`config.mk`:
```
export PLATFORM = sky130hd
export DESIGN_NAME = compare_arbiter
export DESIGN_NICKNAME = d
export VERILOG_FILES = /design/src/rtl/compare_arbiter_pkg.sv /design/src/rtl/compare_arbiter_comparator.sv /design/src/rtl/compare_arbiter.sv
export SDC_FILE = /design/constraint.sdc
export NUM_CORES = 1
export LEC_CHECK = 0
export ABC_AREA = 1
export CAP_MARGIN = 30
export CORE_UTILIZATION = 30
export CTS_CLUSTER_SIZE = 8
export DETAILED_ROUTE_END_ITERATION = 10
export GPL_TIMING_DRIVEN = 0
export HOLD_SLACK_MARGIN = 0.12
export MAX_ROUTING_LAYER = met4
export PLACE_DENSITY = 0.58
export SLEW_MARGIN = 25
export SYNTH_ARGS = -nofsm -noshare
export SYNTH_HDL_FRONTEND = slang
export SYNTH_SLANG_ARGS = --single-unit
```
`constraint.sdc`:
```
create_clock -name clk -period 4.2 [get_ports clk]
set_input_delay 0.63 -clock clk [delete_from_list [all_inputs] [get_ports clk]]
set_output_delay 0.63 -clock clk [all_outputs]
set_load 0.02 [all_outputs]
```
`src/rtl/compare_arbiter_pkg.sv`:
```
// Shared definitions for the compare arbiter: requester count, operand
// width, id width and the FSM state encoding.
package compare_arbiter_pkg;

  localparam int NREQ = 4;
  localparam int W    = 3;
  localparam int IDW  = 2;

  typedef enum logic [1:0] {
    ST_IDLE    = 2'd0,
    ST_COMPARE = 2'd1,
    ST_RESPOND = 2'd2
  } state_e;

  // Round-robin successor; the two-bit width makes 3 wrap to 0.
  function automatic logic [IDW-1:0] next_id(input logic [IDW-1:0] id);
    return id + 2'd1;
  endfunction

endpackage

```
`src/rtl/compare_arbiter_comparator.sv`:
```
// Three-bit magnitude comparator shared by all requesters of the arbiter.
module comparator_3bit (
  input  logic [2:0] a,
  input  logic [2:0] b,
  output logic       eq,
  output logic       lt,
  output logic       gt
);

  assign eq = (a == b);
  assign lt = (a < b);
  assign gt = (a > b);

endmodule

```
`src/rtl/compare_arbiter.sv`:
```
// Round-robin arbiter that lets four requesters share one comparator.
// One transaction in flight: grant in IDLE, compare, then hold the
// result in RESPOND until downstream accepts it.
module compare_arbiter #(
  parameter int NREQ = compare_arbiter_pkg::NREQ,
  parameter int W    = compare_arbiter_pkg::W
) (
  input  logic              clk,
  input  logic              rst,
  input  logic [NREQ-1:0]   req_valid,
  input  logic [NREQ*W-1:0] req_a,
  input  logic [NREQ*W-1:0] req_b,
  output logic [NREQ-1:0]   req_ready,
  output logic              rsp_valid,
  input  logic              rsp_ready,
  output logic [1:0]        rsp_id,
  output logic              rsp_eq,
  output logic              rsp_lt,
  output logic              rsp_gt,
  output logic              busy,
  output logic [7:0]        cmp_count
);

  import compare_arbiter_pkg::*;

  state_e         state_q, state_d;
  logic [IDW-1:0] rr_ptr_q, rr_ptr_d;
  logic [IDW-1:0] id_q, id_d;
  logic [W-1:0]   op_a_q, op_a_d;
  logic [W-1:0]   op_b_q, op_b_d;
  logic           eq_q, eq_d;
  logic           lt_q, lt_d;
  logic           gt_q, gt_d;
  logic [7:0]     cnt_q, cnt_d;

  logic [NREQ-1:0] rot_valid;
  logic [IDW-1:0]  grant_ofs;
  logic [IDW-1:0]  grant_idx;
  logic            grant_found;
  logic [NREQ-1:0] req_ready_c;
  logic            cmp_eq, cmp_lt, cmp_gt;

  // Rotate the request vector so that position 0 is the requester at rr_ptr.
  genvar gi;
  generate
    for (gi = 0; gi < NREQ; gi++) begin : g_rot
      assign rot_valid[gi] = req_valid[rr_ptr_q + 2'(gi)];
    end
  endgenerate

  // Pick the lowest rotated position, i.e. the first valid at or after rr_ptr.
  always_comb begin
    grant_found = 1'b0;
    grant_ofs   = '0;
    for (int k = NREQ - 1; k >= 0; k--) begin
      if (rot_valid[k]) begin
        grant_found = 1'b1;
        grant_ofs   = 2'(k);
      end
    end
  end

  assign grant_idx = rr_ptr_q + grant_ofs;

  // The comparator always looks at the captured operands of the owner.
  comparator_3bit u_cmp (
    .a  (op_a_q),
    .b  (op_b_q),
    .eq (cmp_eq),
    .lt (cmp_lt),
    .gt (cmp_gt)
  );

  // Next-state and grant logic; req_ready can only rise in IDLE.
  always_comb begin
    state_d     = state_q;
    rr_ptr_d    = rr_ptr_q;
    id_d        = id_q;
    op_a_d      = op_a_q;
    op_b_d      = op_b_q;
    eq_d        = eq_q;
    lt_d        = lt_q;
    gt_d        = gt_q;
    cnt_d       = cnt_q;
    req_ready_c = '0;
    case (state_q)
      ST_IDLE: begin
        if (grant_found) begin
          req_ready_c[grant_idx] = 1'b1;
          op_a_d  = req_a[grant_idx*W +: W];
          op_b_d  = req_b[grant_idx*W +: W];
          id_d    = grant_idx;
          state_d = ST_COMPARE;
        end
      end
      ST_COMPARE: begin
        eq_d    = cmp_eq;
        lt_d    = cmp_lt;
        gt_d    = cmp_gt;
        state_d = ST_RESPOND;
      end
      ST_RESPOND: begin
        if (rsp_ready) begin
          rr_ptr_d = next_id(id_q);
          cnt_d    = (cnt_q == 8'hFF) ? cnt_q : cnt_q + 8'd1;
          state_d  = ST_IDLE;
        end
      end
      default: state_d = ST_IDLE;
    endcase
  end

  // State register; reset drops any in-flight transaction.
  always_ff @(posedge clk) begin
    if (rst) begin
      state_q  <= ST_IDLE;
      rr_ptr_q <= '0;
      id_q     <= '0;
      op_a_q   <= '0;
      op_b_q   <= '0;
      eq_q     <= 1'b0;
      lt_q     <= 1'b0;
      gt_q     <= 1'b0;
      cnt_q    <= '0;
    end else begin
      state_q  <= state_d;
      rr_ptr_q <= rr_ptr_d;
      id_q     <= id_d;
      op_a_q   <= op_a_d;
      op_b_q   <= op_b_d;
      eq_q     <= eq_d;
      lt_q     <= lt_d;
      gt_q     <= gt_d;
      cnt_q    <= cnt_d;
    end
  end

  assign req_ready = req_ready_c;
  assign rsp_valid = (state_q == ST_RESPOND);
  assign busy      = (state_q != ST_IDLE);
  assign rsp_id    = id_q;
  // Stale flags are masked so all three read 0 outside RESPOND.
  assign rsp_eq    = eq_q & rsp_valid;
  assign rsp_lt    = lt_q & rsp_valid;
  assign rsp_gt    = gt_q & rsp_valid;
  assign cmp_count = cnt_q;

endmodule
```
==> impl_metrics.tcl, run 1 <==
set metrics [dict create \
    fin_skew_ns 0.006917 \
    p_switching_mw 0.2760 \
    synthArstFlopShare_pct 0 \
    drive_gt1_share_pct 19.57 \
    setup_viol_count_final 0 \
    fp.dieW_um 77.32 \
    register_area_um2 460.4 \
    fillers 594 \
    fin_hold_ws_ns 0.4658 \
    num_vias 1552 \
    clockBufferDepth 2 \
    pre_cts_slack_ns 0.1942 \
    cp_cell_sequence "clkdlybuf4s50_1 > inv_1 > nand2_1 > nand2_1 > nand2_1 > nand2_1 > a31oi_1 > nor2_1 > ha_1 > buf_2 > buf_2 > inv_1 > nor2_1 > clkdlybuf4s50_1" \
    viasPerCell 4.397 \
    fmax_ghz 0.2575 \
    cts_tree "built" \
    clkSinkCount 23 \
    dr_wl_met2_um 1708 \
    vdd_drop_max_mv 0.1110 \
    htreeDepth 1 \
    powerDensity_nw_per_um2 317.0 \
    fin_crit_sh_pct 92.46 \
    top_layer_used "met4" \
    synth_compound_area_share_pct 10.88 \
    yosysWarnings 0 \
    hpwl_um 2935 \
    place_area_um2 2272 \
    core-area_um2 5473 \
    drt_iter0_drc 66 \
    sw_frac_of_total_pct 37.45 \
    synth_top_family_by_area "simple AND/OR/NAND/NOR gates" \
    grt_pass1_wl_um 6361 \
    clk_transition_reported_paths_ns 0.08 \
    drv_cap 0 \
    final_area_um2 2325 \
    drtAntennaViolNets 0 \
    ctsResizeCount 0 \
    start_kind "input pin" \
    fin_ws_ns 0.3169 \
    critPathMaxStageDelay_ns 0.62 \
    syn_nets 264 \
    grt_max_degree 13 \
    gp_congestion 0.7634 \
    slew_violations 0 \
    synth-xor-area-share_pct 3.529 \
    critPathMaxFanout 10 \
    synth.area.mux_share_pct 7.059 \
    grt_pass1_vias 1488 \
    synthSimpleGateAreaFrac_pct 38.53 \
    overflow 0 \
    first_pass_iters 6 \
    worst_path_max_delay_cell "clkdlybuf4s50_1" \
    worstPathArrival_ns 3.25 \
    comb_power_share_pct 46.2 \
    worst_pin_slew_ns 0.5478 \
    p_int_mw 0.4610 \
    port_buffers 48 \
    relSlewSlack_pct 63.48 \
    drc 0 \
    antenna_found_initial 0 \
    critPathKind "input pin to output pin" \
    finalHoldViolations 0 \
    period_minus_slack_ns 3.883 \
    drt_wl_total_um 3623 \
    seq_area_frac_synth_pct 27.06 \
    wl_met1_um 1748 \
    wl_met3_um 146 \
    grt_util_all_layers_pct 13.54 \
    hp-class "flip-flop to flip-flop" \
    power_frac_seq_pct 35.1 \
    syn_avg_cell_area_um2 7.463 \
    status "completed" \
    pwr-share-clk_pct 18.7 \
    synth_area_um2 1702 \
    diodes 0 \
    cts_root_buf "clkbuf_8" \
    synth_ff_type "dfxtp_1" \
    synth_edf_count 0 \
    cp_data_required_time_ns 3.57 \
    dieArea_um2 5978 \
    hold_buffers 0 \
    rsz0062_at_grt "false" \
    synth_cells 228 \
    tns_ns 0 \
    cp-end-kind "output pin" \
    cts_buffers 3 \
    start_util_pct 31.09 \
    nNetsFinal 318 \
    power_leakage_nw 0.9728 \
    synth_seq_cells 23 \
    areaGrowthSynthToFinish_pct 36.62 \
    wl_per_cell_um 10.26 \
    pin_count 50 \
    ys_types 33 \
    multiInputGateArea_um2 1084 \
    synth_fa_ha_area_share_pct 3.676 \
    cp_common_cell "nand2_1" \
    worstSkewPairLatency_ns 0.27 \
    rows 27 \
    die_h_um 77.32 \
]
-- cell usage in the layout (no fill, tap or decap), types with 3 or more instances in the layout --
master	instances
clkbuf_8	3
nand2_2	15
clkdlybuf4s50_1	48
a21oi_1	12
inv_1	25
clkbuf_1	3
nand2_4	3
a21oi_2	6
nand3_1	12
mux2i_1	12
xor2_1	3
o21ai_0	6
nand3_2	8
inv_2	3
nor2_1	14
dfxtp_1	23
ha_1	5
nand2_1	54
-- cell type report --
class,count,share of cell area [%]
tap,72,3.875
multi-input combinational,169,46.61
inverter,30,5.059
timing repair buffer,49,20.99
sequential,23,19.81
clock buffer,4,1.938
buffer,6,1.722
-- state kept, by name, indices dropped and copies added, names as in the netlist --
| name | count |
|---|---|
| lt_q | 1 |
| state_q | 2 |
| rsp_id | 2 |
| eq_q | 1 |
| op_b_q | 3 |
| op_a_q | 3 |
| cmp_count | 8 |
| rr_ptr_q | 2 |
| gt_q | 1 |
-- logic make-up (layout without fill, tap and decap cells) --
logic type	after synthesis	in the layout
muxes	12	12
AOI/OAI and AO/OA	30	30
DFF	23	23
and+or+nand+nor	116	116
adders and majority gates	5	5
xor gates and xnor gates	6	6
buffers and inverters	36	89
-- what timing repair did --
item                       4_1_cts  5_1_grt
setup endpoints to repair        0        1
hold endpoints to repair         0        0
setup buffers                    0        1
-- layer usage --
| metal | vias to the layer above | GRT usage, % |
|---|---|---|
| met3 | 2 | 3.095 |
| met2 | 41 | 22.83 |
| li1 | 832 | - |
| met1 | 677 | 16.39 |
| met4 | 0 | 2.830 |
| met5 | - | - |
-- critical path, delay by kind of cell --
family | cells | cell delay (ns)
buffers and inverters | 6 | 1.76
AND/OR/NAND/NOR | 6 | 0.46
adder cells (fa/ha/maj) | 1 | 0.27
AO/OA/AOI/OAI | 1 | 0.15
-- power by group through the flow --
stage	registers [mW]	clock network (mW)	logic, mW
6_report	0.259	0.138	0.340
5_1_grt	0.262	0.151	0.376
4_1_cts	0.259	0.143	0.344
3_5_place_dp	0.264	0	0.343
3_3_place_gp	0.264	0	0.341
2_1_floorplan	0.266	0	0.240
-- stage by stage --
stage	utilization [%]	std cells	power [mW]
5_1_grt	42.48	353	0.7896
3_3_place_gp	41.52	348	0.6050
4_1_cts	42.34	352	0.7472
6_report	42.48	353	0.7370
2_1_floorplan	-	228	0.5060
3_5_place_dp	41.52	348	0.6074
-- Yosys cell counts (2+ instances only) --
master	n	share of area [%]
inv_2	3	0.66
buf_2	2	0.59
nand2_2	15	5.5
nand2_8	2	2.4
buf_6	2	1.3
nand3_2	8	4.7
dfxtp_1	23	27
inv_4	2	0.74
nor3_1	2	0.59
mux2i_1	12	7.1
nand2_1	54	12
nand3_1	12	3.5
nand2_4	3	2.0
o21ai_0	6	1.8
clkbuf_1	2	0.44
a21oi_2	6	3.1
xor2_1	3	1.5
o21ai_1	2	0.59
ha_1	5	3.7
nor2_1	14	3.1
xnor2_1	2	1.0
a21oi_1	12	3.5
a31oi_1	2	0.74
inv_1	25	5.5
-- worst paths after layout --
kind / startpoint / to / slack [ns] / cells after the start
setup / recovery: req_valid[1] / req_ready[3] / 0.32 / 14
hold / removal: eq_q$_SDFFE_PP0N_ / eq_q$_SDFFE_PP0N_ / 0.47 / 2
setup reg to reg: rr_ptr_q[0]$_SDFFE_PP0P_ / op_a_q[1]$_SDFFE_PP0P_ / 1.76 / 15
hold reg to reg: eq_q$_SDFFE_PP0N_ / eq_q$_SDFFE_PP0N_ / 0.47 / 2
Note: power is estimated with default switching activity, not from simulation.
==> run 2: changes to the inputs <==
- TNS_END_PERCENT: default -> 5
- clock period: 4.2 -> 4.6 ns (I/O delays scaled with it)
==> run 2 against run 1 <==
Effect of this change: core utilization shrank 0.14 points; global-route usage is the same; first-iteration DRC count shrank 4.5%; combinational power shrank 8.8%; wire length is the same; critical path depth grew 3; critical endpoint is now req_ready[0]; largest power group unchanged.
==> impl_metrics.tcl, run 2 (synthesized netlist as in run 1, its figures left out) <==
set metrics [dict create \
    register_area_um2 460.4 \
    first_pass_iters 6 \
    pin_count 50 \
    final_common_cell "nand2_1" \
    grt_pass1_wl_um 6361 \
    cp_data_required_time_ns 3.91 \
    rsz0062_at_grt "false" \
    cp-end-kind "output pin" \
    viasPerCell 4.412 \
    cts_root_buf "clkbuf_8" \
    vdd_drop_max_mv 0.1014 \
    cts_buffers 3 \
    htreeDepth 1 \
    fmax_ghz 0.2425 \
    fin_ws_ns 0.4765 \
    setup_viol_count_final 0 \
    drtAntennaViolNets 0 \
    nNetsFinal 317 \
    power_leakage_nw 0.9674 \
    drive_gt1_share_pct 19.29 \
    drc 0 \
    startpoint "req_valid[1]" \
    hp-start "eq_q$_SDFFE_PP0N_" \
    period_minus_slack_ns 4.124 \
    die_h_um 77.32 \
    port_buffers 48 \
    status "completed" \
    drt_iter0_drc 63 \
    hp-class "flip-flop to flip-flop" \
    met1_usage_pct 16.39 \
    use_met3_pct 3.095 \
    fin_skew_ns 0.006944 \
    wl_per_cell_um 10.29 \
    core-area_um2 5473 \
    rows 27 \
    fin_crit_sh_pct 89.64 \
    p_total_mw 0.6718 \
    tns_ns 0 \
    dieArea_um2 5978 \
    critPathKind "input pin to output pin" \
    finalHoldViolations 0 \
    worst_pin_slew_ns 0.5480 \
    clockBufferDepth 2 \
    areaGrowthSynthToFinish_pct 36.18 \
    start_kind "input pin" \
    drv_cap 0 \
    pre_cts_slack_ns 0.4742 \
    largest_reg_flops 8 \
    cts_tree "built" \
    relSlewSlack_pct 63.47 \
    grt_max_degree 13 \
    num_vias 1553 \
    worstSkewPairLatency_ns 0.27 \
    drt_wl_total_um 3623 \
    hpwl_um 2935 \
    grt_pass1_vias 1488 \
    gp_congestion 0.7634 \
    clk_transition_reported_paths_ns 0.08 \
    reg2reg_from "rr_ptr_q[0]$_SDFFE_PP0P_" \
    slew_violations 0 \
    ctsResizeCount 0 \
    multiInputGateArea_um2 1084 \
    fillers 594 \
    antenna_found_initial 0 \
    fp.dieW_um 77.32 \
    clkSinkCount 23 \
    start_util_pct 31.09 \
    diodes 0 \
    post-cts-setup-buffers 0 \
    critPathMaxFanout 8 \
    grt_util_all_layers_pct 13.54 \
    hold_buffers 0 \
    powerDensity_nw_per_um2 289.9 \
    worstPathArrival_ns 3.43 \
    use_met2_pct 22.83 \
    overflow 0 \
    grt_busiest_layer "met2" \
    mostFrequentLayoutCells "54 x nand2_1, 48 x clkdlybuf4s50_1, 25 x inv_1" \
]
-- run 2: cell count changes in the layout (fill, tap and decap cells not counted) --
cell / change
buf_4: -1
-- run 2: layout make-up --
class	count	share of cell area, %
buffer	6	1.728
clock buffer	4	1.944
inverter	30	5.076
multi-input combinational	169	46.76
sequential	23	19.87
tap	72	3.888
timing repair buffer	48	20.73
-- run 2: path summary, 6_finish.rpt --
check                                              end  slack [ns]  cells past startpoint
worst max register to register  op_a_q[1]$_SDFFE_PP0P_        2.16                     15
worst min-delay path                 eq_q$_SDFFE_PP0N_        0.47                      2
worst max-delay path                      req_ready[0]        0.48                     17
worst min register to register       eq_q$_SDFFE_PP0N_        0.47                      2
-- run 2: critical path, cell delays in order --
cell,delay [ns]
clkdlybuf4s50_1,0.48
inv_1,0.06
nand2_1,0.08
nand2_1,0.06
nand2_1,0.05
nand2_1,0.09
a31oi_1,0.15
nor2_1,0.06
ha_1,0.20
xor2_2,0.27
inv_1,0.12
nand3_4,0.16
nand2_8,0.10
nor2_4,0.11
inv_2,0.04
nor2_1,0.08
clkdlybuf4s50_1,0.62
-- run 2: layer usage --
metal	routed length, um	share of wire (%)
met2	1715	47
met1	1734	48
met4	21	0.58
met3	152	4.2
met5	0	0
-- run 2: power breakdown --
group / total (mW) / internal [mW] / switching (mW)
clock: 0.126 / 0.0618 / 0.0639
combinational: 0.310 / 0.136 / 0.174
sequential: 0.236 / 0.223 / 0.0138
total: 0.672 / 0.420 / 0.252
-- run 2: metrics by stage --
stage | utilization, % | instances | cell area (um^2) | hold slack (ns)
3_5_place_dp | 41.52 | 348 | 2272 | 0.4560
2_1_floorplan | - | 228 | 1702 | 0.4339
4_1_cts | 42.34 | 352 | 2317 | 0.4711
3_3_place_gp | 41.52 | 348 | 2272 | 0.4549
5_1_grt | 42.34 | 352 | 2317 | 0.4949
6_report | 42.34 | 352 | 2317 | 0.4658
==> run 3: changes to the inputs <==
- CTS_CLUSTER_SIZE: 8 -> 40
==> results of run 3 <==
No change in the layout: final DEF, timing and power equal those of run 2.
